File: config.mk
export PLATFORM = sky130hd
export DESIGN_NAME = vfclass_sfp_unit
export DESIGN_NICKNAME = d
export VERILOG_FILES = /design/src/rtl/lagarto_fpu_pkg.sv /design/src/rtl/vfclass_sfp_unit_classify.sv /design/src/rtl/vfclass_sfp_unit.sv
export SDC_FILE = /design/constraint.sdc
export NUM_CORES = 1
export LEC_CHECK = 0
export ABC_AREA = 1
export CORE_ASPECT_RATIO = 1.75
export CORE_MARGIN = 2
export CORE_UTILIZATION = 30
export CTS_BUF_LIST = sky130_fd_sc_hd__clkbuf_2 sky130_fd_sc_hd__clkbuf_4 sky130_fd_sc_hd__clkbuf_8
export CTS_CLUSTER_DIAMETER = 40
export CTS_CLUSTER_SIZE = 14
export DETAILED_ROUTE_END_ITERATION = 6
export GPL_TIMING_DRIVEN = 0
export SYNTH_ARGS = -nofsm -noshare
export SYNTH_HDL_FRONTEND = slang
export SYNTH_SLANG_ARGS = --single-unit
File: constraint.sdc
create_clock -name clk_i -period 5.35 [get_ports clk_i]
set_input_delay 0.8025 -clock clk_i [delete_from_list [all_inputs] [get_ports clk_i]]
set_output_delay 0.8025 -clock clk_i [all_outputs]
set_load 0.01 [all_outputs]
File: src/rtl/lagarto_fpu_pkg.sv
// Shared single-precision FPU types: operand layout, classifier result, fclass mask, FSM states.
// Latency: n/a (types and constants only).
// Backpressure: n/a.
package lagarto_fpu_pkg;

  typedef struct packed {
    logic        sign;
    logic [7:0]  exp;
    logic [22:0] mnt;
  } sfp_encoding_t;

  typedef enum logic [3:0] {
    FP_NEG_INF,
    FP_NEG_NORM,
    FP_NEG_SUBNORM,
    FP_NEG_ZERO,
    FP_POS_ZERO,
    FP_POS_SUBNORM,
    FP_POS_NORM,
    FP_POS_INF,
    FP_SNAN,
    FP_QNAN
  } fp_class_t;

  typedef logic [9:0] fclass_mask_t;

  // Bit positions of the RISC-V fclass result.
  localparam int unsigned FCLASS_NEG_INF     = 0;
  localparam int unsigned FCLASS_NEG_NORM    = 1;
  localparam int unsigned FCLASS_NEG_SUBNORM = 2;
  localparam int unsigned FCLASS_NEG_ZERO    = 3;
  localparam int unsigned FCLASS_POS_ZERO    = 4;
  localparam int unsigned FCLASS_POS_SUBNORM = 5;
  localparam int unsigned FCLASS_POS_NORM    = 6;
  localparam int unsigned FCLASS_POS_INF     = 7;
  localparam int unsigned FCLASS_SNAN        = 8;
  localparam int unsigned FCLASS_QNAN        = 9;

  typedef enum logic [1:0] {
    VFC_IDLE,
    VFC_RUN,
    VFC_DRAIN
  } vfclass_state_t;

endpackage

File: src/rtl/vfclass_sfp_unit_classify.sv
// Single-precision classifier: maps an operand to its fp_class_t category.
// Latency: purely combinational.
// Backpressure: none, no state.
module vfclass_sfp_unit_classify
  import lagarto_fpu_pkg::*;
(
  input  sfp_encoding_t i_op,
  output fp_class_t     o_class
);

  // Decode exponent extremes first, then split by sign.
  always_comb begin
    o_class = FP_POS_ZERO;
    if (i_op.exp == 8'hFF) begin
      if (i_op.mnt == 23'd0) begin
        o_class = i_op.sign ? FP_NEG_INF : FP_POS_INF;
      end else begin
        o_class = i_op.mnt[22] ? FP_QNAN : FP_SNAN;
      end
    end else if (i_op.exp == 8'h00) begin
      if (i_op.mnt == 23'd0) begin
        o_class = i_op.sign ? FP_NEG_ZERO : FP_POS_ZERO;
      end else begin
        o_class = i_op.sign ? FP_NEG_SUBNORM : FP_POS_SUBNORM;
      end
    end else begin
      o_class = i_op.sign ? FP_NEG_NORM : FP_POS_NORM;
    end
  end

endmodule

File: src/rtl/vfclass_sfp_unit.sv
// Vector fclass for single precision: classifies vl operands and streams out 10-bit class masks.
// Latency: 2 cycles from operand accept to res_valid_o; done_o one cycle after the last result handshake.
// Backpressure: two-stage valid/ready pipe; op_ready_o drops combinationally when res_ready_i is low and both stages are full.
module vfclass_sfp_unit
  import lagarto_fpu_pkg::*;
#(
  parameter int VL_WIDTH = 8
) (
  input  logic                clk_i,
  input  logic                rsn_i,
  input  logic                start_i,
  input  logic [VL_WIDTH-1:0] vl_i,
  input  logic                flush_i,
  input  logic                op_valid_i,
  output logic                op_ready_o,
  input  logic [31:0]         op_data_i,
  output logic                res_valid_o,
  input  logic                res_ready_i,
  output logic [31:0]         res_data_o,
  output logic                busy_o,
  output logic                done_o
);

  localparam logic [VL_WIDTH-1:0] CNT_ONE = {{(VL_WIDTH-1){1'b0}}, 1'b1};

  vfclass_state_t      r_state, w_state_nxt;
  logic [VL_WIDTH-1:0] r_vl, r_acc_cnt, w_acc_inc;
  logic                r_s1_vld, r_s2_vld, r_done;
  sfp_encoding_t       r_s1_dat;
  fclass_mask_t        r_s2_dat, w_mask;
  fp_class_t           w_class;
  logic                w_s1_load, w_s2_load, w_accept, w_pipe_empty_nxt, w_done_nxt;

  // NaNs are split by the quiet bit of the operand itself, ignoring the classifier's NaN subtype and sign.
  function automatic fclass_mask_t to_mask(input fp_class_t c, input logic quiet);
    fclass_mask_t m;
    m = '0;
    case (c)
      FP_NEG_INF:       m[FCLASS_NEG_INF]     = 1'b1;
      FP_NEG_NORM:      m[FCLASS_NEG_NORM]    = 1'b1;
      FP_NEG_SUBNORM:   m[FCLASS_NEG_SUBNORM] = 1'b1;
      FP_NEG_ZERO:      m[FCLASS_NEG_ZERO]    = 1'b1;
      FP_POS_ZERO:      m[FCLASS_POS_ZERO]    = 1'b1;
      FP_POS_SUBNORM:   m[FCLASS_POS_SUBNORM] = 1'b1;
      FP_POS_NORM:      m[FCLASS_POS_NORM]    = 1'b1;
      FP_POS_INF:       m[FCLASS_POS_INF]     = 1'b1;
      FP_SNAN, FP_QNAN: m[quiet ? FCLASS_QNAN : FCLASS_SNAN] = 1'b1;
      default:          m = '0;
    endcase
    return m;
  endfunction

  vfclass_sfp_unit_classify u_classify (
    .i_op    (r_s1_dat),
    .o_class (w_class)
  );

  assign w_mask    = to_mask(w_class, r_s1_dat.mnt[22]);
  assign w_s2_load = !r_s2_vld || res_ready_i;
  assign w_s1_load = !r_s1_vld || w_s2_load;
  assign w_acc_inc = r_acc_cnt + CNT_ONE;

  // Ready only while operands remain and stage 1 has room; res_ready_i is the only combinational input path.
  assign op_ready_o = (r_state == VFC_RUN) && (r_acc_cnt < r_vl) && w_s1_load;
  assign w_accept   = op_valid_i && op_ready_o;

  // In DRAIN nothing is accepted, so the pipe is empty next cycle once every held result has moved out.
  assign w_pipe_empty_nxt = (!r_s1_vld || w_s1_load) && (w_s2_load ? !r_s1_vld : !r_s2_vld);

  // Next-state logic for the instruction sequencer.
  always_comb begin
    w_state_nxt = r_state;
    w_done_nxt  = 1'b0;
    case (r_state)
      VFC_IDLE: begin
        if (start_i) begin
          w_state_nxt = (vl_i == '0) ? VFC_DRAIN : VFC_RUN;
        end
      end
      VFC_RUN: begin
        if (w_accept && (w_acc_inc == r_vl)) begin
          w_state_nxt = VFC_DRAIN;
        end
      end
      VFC_DRAIN: begin
        if (w_pipe_empty_nxt) begin
          w_done_nxt  = 1'b1;
          w_state_nxt = VFC_IDLE;
        end
      end
      default: w_state_nxt = VFC_IDLE;
    endcase
  end

  // Control state: flush and reset both drop everything in flight and return to IDLE.
  always_ff @(posedge clk_i) begin
    if (!rsn_i || flush_i) begin
      r_state   <= VFC_IDLE;
      r_acc_cnt <= '0;
      r_s1_vld  <= 1'b0;
      r_s2_vld  <= 1'b0;
      r_done    <= 1'b0;
    end else begin
      r_state <= w_state_nxt;
      r_done  <= w_done_nxt;
      if (r_state == VFC_IDLE && start_i) begin
        r_acc_cnt <= '0;
      end else if (w_accept) begin
        r_acc_cnt <= w_acc_inc;
      end
      if (w_s1_load) r_s1_vld <= w_accept;
      if (w_s2_load) r_s2_vld <= r_s1_vld;
    end
  end

  // Data registers: only reset clears them; they load on real transfers so stalled outputs hold.
  always_ff @(posedge clk_i) begin
    if (!rsn_i) begin
      r_vl     <= '0;
      r_s1_dat <= '0;
      r_s2_dat <= '0;
    end else begin
      if (!flush_i && r_state == VFC_IDLE && start_i) r_vl <= vl_i;
      if (w_s1_load && w_accept) r_s1_dat <= op_data_i;
      if (w_s2_load && r_s1_vld) r_s2_dat <= w_mask;
    end
  end

  assign res_valid_o = r_s2_vld;
  assign res_data_o  = {22'd0, r_s2_dat};
  assign busy_o      = (r_state != VFC_IDLE);
  assign done_o      = r_done;

endmodule

* Word level (Yosys, flattened, before mapping)
Index checks and enable logic that the tools add are counted. W data, S select, Z words.
Word-level totals: bits in registers 63, bits of input ports 46, output and inout port bits 36, word-level logic and storage cells 88
Cells by class: add/subtract/negate cells 1, magnitude comparators 3, eq/ne operators 16, multiplexer cells 28, bitwise operators 1, reductions and logical operators 29
Operator list (count):
- $logic_not A23 Y1 | 1
- $eq A4 B3 Y1 const B | 4
- $logic_not A8 Y1 | 2
- $mux W4 | 4
- $pmux W1 S2 | 8
- $mux W3 | 4
- $logic_and A1 B1 Y1 | 11
- $mux W2 | 5
- $add A8 B1 Y8 const B | 1
- $eq A4 B2 Y1 const B | 2
- $eq A4 B4 Y1 const B | 2
- $eq A8 B8 Y1 | 1
- $eq A8 B8 Y1 const B | 1
- $lt A8 B8 Y1 | 1
- $pmux W2 S3 | 1
- $reduce_or A2 Y1 | 3
- $lt A4 B5 Y1 const B | 1
- $mux W1 | 5
- $demux W1 S4 | 1
- $eq A4 B1 Y1 const B | 1
- $ge A4 B1 Y1 const B | 1
- $logic_not A1 Y1 | 4
- $logic_not A4 Y1 | 1
- $logic_or A1 B1 Y1 | 4
- other kinds (8) | 9

* Longest topological paths before layout
depth after elaboration 8, mapped depth 15, gate-level depth less buffers 14

* Hierarchy
A second synthesis with hierarchy kept.
Unflattened totals: cells, all modules 479, area, all modules 3291.9 µm²
Modules (own cells, without submodules):
- vfclass_sfp_unit | instances 1, cells each 425, area an instance 3020.4 µm², seq. area each 1261.2 µm²
- vfclass_sfp_unit_classify | instances 1, cells each 54, area an instance 271.5 µm², seq. area each 0.0 µm²

* Worst setup path after synthesis
OpenSTA, ideal clock, no wires.
path type input port to output port, from in res_ready_i, to out op_ready_o, arrival time 1.224 ns, data required time 4.548 ns, slack 3.323 ns, stages 4, buffers on the path 0, path through nor2_1 -> nand2_1 -> nand4_1 -> inv_1
On the way: longest elaborated chain between the ends 3
RTL lines:
- start, declared | line vfclass_sfp_unit.sv:18 | input logic res_ready_i,
- $logic_or A1 B1 Y1 | line vfclass_sfp_unit.sv:59 | assign w_s2_load = !r_s2_vld || res_ready_i;
- $logic_or A1 B1 Y1 | line vfclass_sfp_unit.sv:60 | assign w_s1_load = !r_s1_vld || w_s2_load;
- $logic_and A1 B1 Y1 | line vfclass_sfp_unit.sv:64 | assign op_ready_o = (r_state == VFC_RUN) && (r_acc_cnt < r_vl) && w_s1_load;
- end, declared | line vfclass_sfp_unit.sv:15 | output logic op_ready_o,
Every way passes these cells.

* Final worst setup path
from reg r_acc_cnt[3], to out op_ready_o
On the way: longest elaborated chain between the ends 3
RTL lines:
- start, declared | line vfclass_sfp_unit.sv:27 | logic [VL_WIDTH-1:0] r_vl, r_acc_cnt, w_acc_inc;
- start signal, assigned | line vfclass_sfp_unit.sv:109 | r_acc_cnt <= w_acc_inc;
- $lt A8 B8 Y1 | line vfclass_sfp_unit.sv:64
- $logic_and A1 B1 Y1 (2 in a row) | line vfclass_sfp_unit.sv:64
Every way passes these cells.

==> results.md <==
* Setup TNS at 0 ns
* Leak Pwr at 0.001874 uW
* Top cells by area, synth: dfxtp_1, nor2_1, nand2_1
* Slew headroom at 63.68%
* Gr busiest metal: met2
* Die Wd at 82.75 um
* Multi-input gate area at 1639 um2
* Maxcap violations at 0
* Root Buffer: clkbuf_8
* Critical R2R Launch: r_acc_cnt[3]
* Clock-pin slew on the worst setup and hold paths at 0.07 ns
* Yosys warnings at 0
* CTS tree: done
* Power per standard cell area at 257.4 nW/um2
* HP Class: flop to flop
* Async S/R FF share, synth at 0%
* Drt drc at 0
* Setup Viol. Count Final at 0
* # fillers at 1143
* Yosys top cell by area: dfxtp_1
* Cell count after synthesis at 469
* Worst Max-Slew Pin Slew at 0.5448 ns
* Critical Path Source: r_acc_cnt[3]
* Die Y-Extent at 141.8 um
* Initial DRT Pass Iterations at 4
* DIE AREA at 11730 um2
* Gr usage total at 14.99%
* GR Util met3 at 3.690%
* Crit path launch type: flop
* Clk_lat worst skew at 0.34 ns
* Vias in the first global route at 3038
* Worst R2R Setup Slack at 3.13 ns
* Clk_skew at 0.008040 ns
* Worst path most repeated cell: nand2_1
* Avg Cell Area, Syn at 6.942 um2
* Status: complete, no violations
* Buffers on Ports at 59
* DR iter-0 viols at 134
* Layout cells sized above 1 at 13.10%
* DR vias at 3137
* FF-to-FF End: r_s1_dat[30]
* I/O pin count at 82
* Sink Count at 63
* Place WS at 2.222 ns
* Main synth FF type: dfxtp_1
* CP required at 4.55 ns
* Final std cells w/o fill at 695
* Register Area at 1261 um2
* Final min period at 3.145 ns
* VDD IR-drop max at 127.3 uV
* Total gr overflow at 0
* EDFF count, synth at 0
* RSZ-0062 raised after global routing: false
* Initial Util at 30.61%
* CP Capture Type: output port
* Setup CP Type: flop to output port
* Resized Gates After CTS at 0
* Syn-to-layout area delta at 31.94%
* Final Slew Violations at 0
* Site Rows at 50
* Synth unique cells at 29
* #FFs+latches synth at 63
* Fmax at 318.0 MHz
* CP max FO at 8
* Reg2reg path depth at 10
* H-tree depth at 3
* Initial antenna violation count at 0
* GRT met1 Usage at 15.06%
* Critical Path AT at 2.34 ns
* Antenna viol nets, final at 0
* Worst path slowest cell: clkdlybuf4s50_1
* Diode count at 0
* Crit share post-route at 58.78%
* Met2 usage at 27.42%
* Maximum number of pins on one net before global-route repair at 12
* Post-Route WL at 8209 um
* WL/cell at 11.81 um
* Mapped Area at 3256 um2
* Final Hold Viols at 0
* GPL Wtd Cong at 0.8943
* Finished Core Util at 40.39%
* Hold_buf cts at 0
* Nets at 617
* Placed cells at 679
* Maximum clock insertion buffer count at 2
* Slowest stage delay, CP at 0.54 ns
* Post-synthesis sequential area ratio at 38.74%
* Global-route wire length before repair at 13460 um
* CP Cell Sequence: ha_1, a21oi_1, nand2_1, nand2_1, nand4_1, inv_1, clkdlybuf4s50_1
* Commonest cells post-synth: nor2_1, nand2_1, dfxtp_1
* Post-CTS Repair Setup Buffers at 0
* Yosys top cell area share at 38.74%
* Most frequent cell after synthesis: nor2_1
* Critical Path Sink: op_ready_o
* Via-to-Cell Ratio at 4.514
* Dpl hpwl at 6544 um
* Cts bufs inserted at 9
* CORE AREA at 10640 um2
* Post-route setup slack at 2.205 ns
[area by class of cell]
type                       count  area share (%)
multi-input combinational    341           38.16
sequential                    63           29.36
timing repair buffer          59           13.75
buffer                        38           5.913
inverter                      48           4.195
tap                          130           3.787
clock buffer                  11           3.525
clock inverter                 5           1.311
[cells in the final DEF (no fill, tap or decap), types with 5 or more instances in the layout]
cell type / Yosys / layout
nand3_1: 21 / 21
nand2_1: 77 / 77
a21oi_1: 30 / 30
o21ai_0: 44 / 44
nand4_1: 8 / 8
conb_1: 1 / 22
dfxtp_1: 63 / 63
clkbuf_8: 0 / 11
inv_2: 6 / 6
clkdlybuf4s50_1: 0 / 59
clkbuf_1: 6 / 6
buf_4: 26 / 26
inv_1: 42 / 42
ha_1: 11 / 11
nand2_2: 5 / 5
buf_2: 5 / 5
nor2_1: 94 / 94
a211oi_1: 5 / 5
nor2_2: 5 / 5
[sequential cells by signal (all words and copies together) (netlist names)]
| name | flops |
|---|---|
| r_s1_dat | 32 |
| r_s2_dat | 10 |
| r_s1_vld | 1 |
| done_o | 1 |
| res_valid_o | 1 |
| r_vl | 8 |
| r_state | 2 |
| r_acc_cnt | 8 |
[worst max-delay path, delay by kind of cell (launching register included)]
kind	cells	cell delay, ns
flip-flops	1	0.51
buffers and inverters	2	0.65
AND/OR/NAND/NOR	3	0.38
adder cells (fa/ha/maj)	1	0.31
AO/OA/AOI/OAI	1	0.13
[cells by family (layout without fill, tap and decap cells)]
kind of cell | after synthesis | count (layout) | synth area share (%)
AO/OA/AOI/OAI | 84 | 84 | 13.76
adder cells (fa/ha/maj) | 11 | 11 | 4.227
buffers and inverters | 86 | 161 | 13.34
flip-flops | 63 | 63 | 38.74
other | 1 | 22 | 0.1152
AND/OR/NAND/NOR | 224 | 224 | 29.82
[routing by layer]
layer / vias to the layer above / share of wire (%)
met4: 0 / 4.6
li1: 1647 / -
met2: 83 / 52
met5: - / 0
met1: 1384 / 37
met3: 23 / 5.5
[how the worst min path moves through the flow]
stage                  from  cells past startpoint      endpoint  slack, ns
5_1_grt        r_s1_dat[23]                      2  r_s1_dat[23]       0.48
3_5_place_dp        r_vl[0]                      2       r_vl[0]       0.46
6_report            r_vl[0]                      2       r_vl[0]       0.46
2_1_floorplan       r_vl[0]                      2       r_vl[0]       0.43
4_1_cts             r_vl[0]                      2       r_vl[0]       0.47
3_3_place_gp        r_vl[0]                      2       r_vl[0]       0.45
[power by group]
group / total, uW / switching [uW] / leakage [uW] / internal, uW
Sequential: 494 / 8.80 / 0.000511 / 485
Clock: 426 / 186 / 0.000105 / 239
Combinational: 186 / 104 / 0.00126 / 82.5
[through the flow]
step / cell area (um2) / hold WS, ns / total power (uW)
after detailed placement: 4088 / 0.4557 / 690.9
after global placement: 4088 / 0.4517 / 686.9
after CTS: 4295 / 0.4655 / 1119
final: 4295 / 0.4592 / 1106
after global routing: 4295 / 0.4825 / 1161
after floorplan: 3334 / 0.4280 / 620.9
Note: power is estimated with default switching activity, not from simulation.
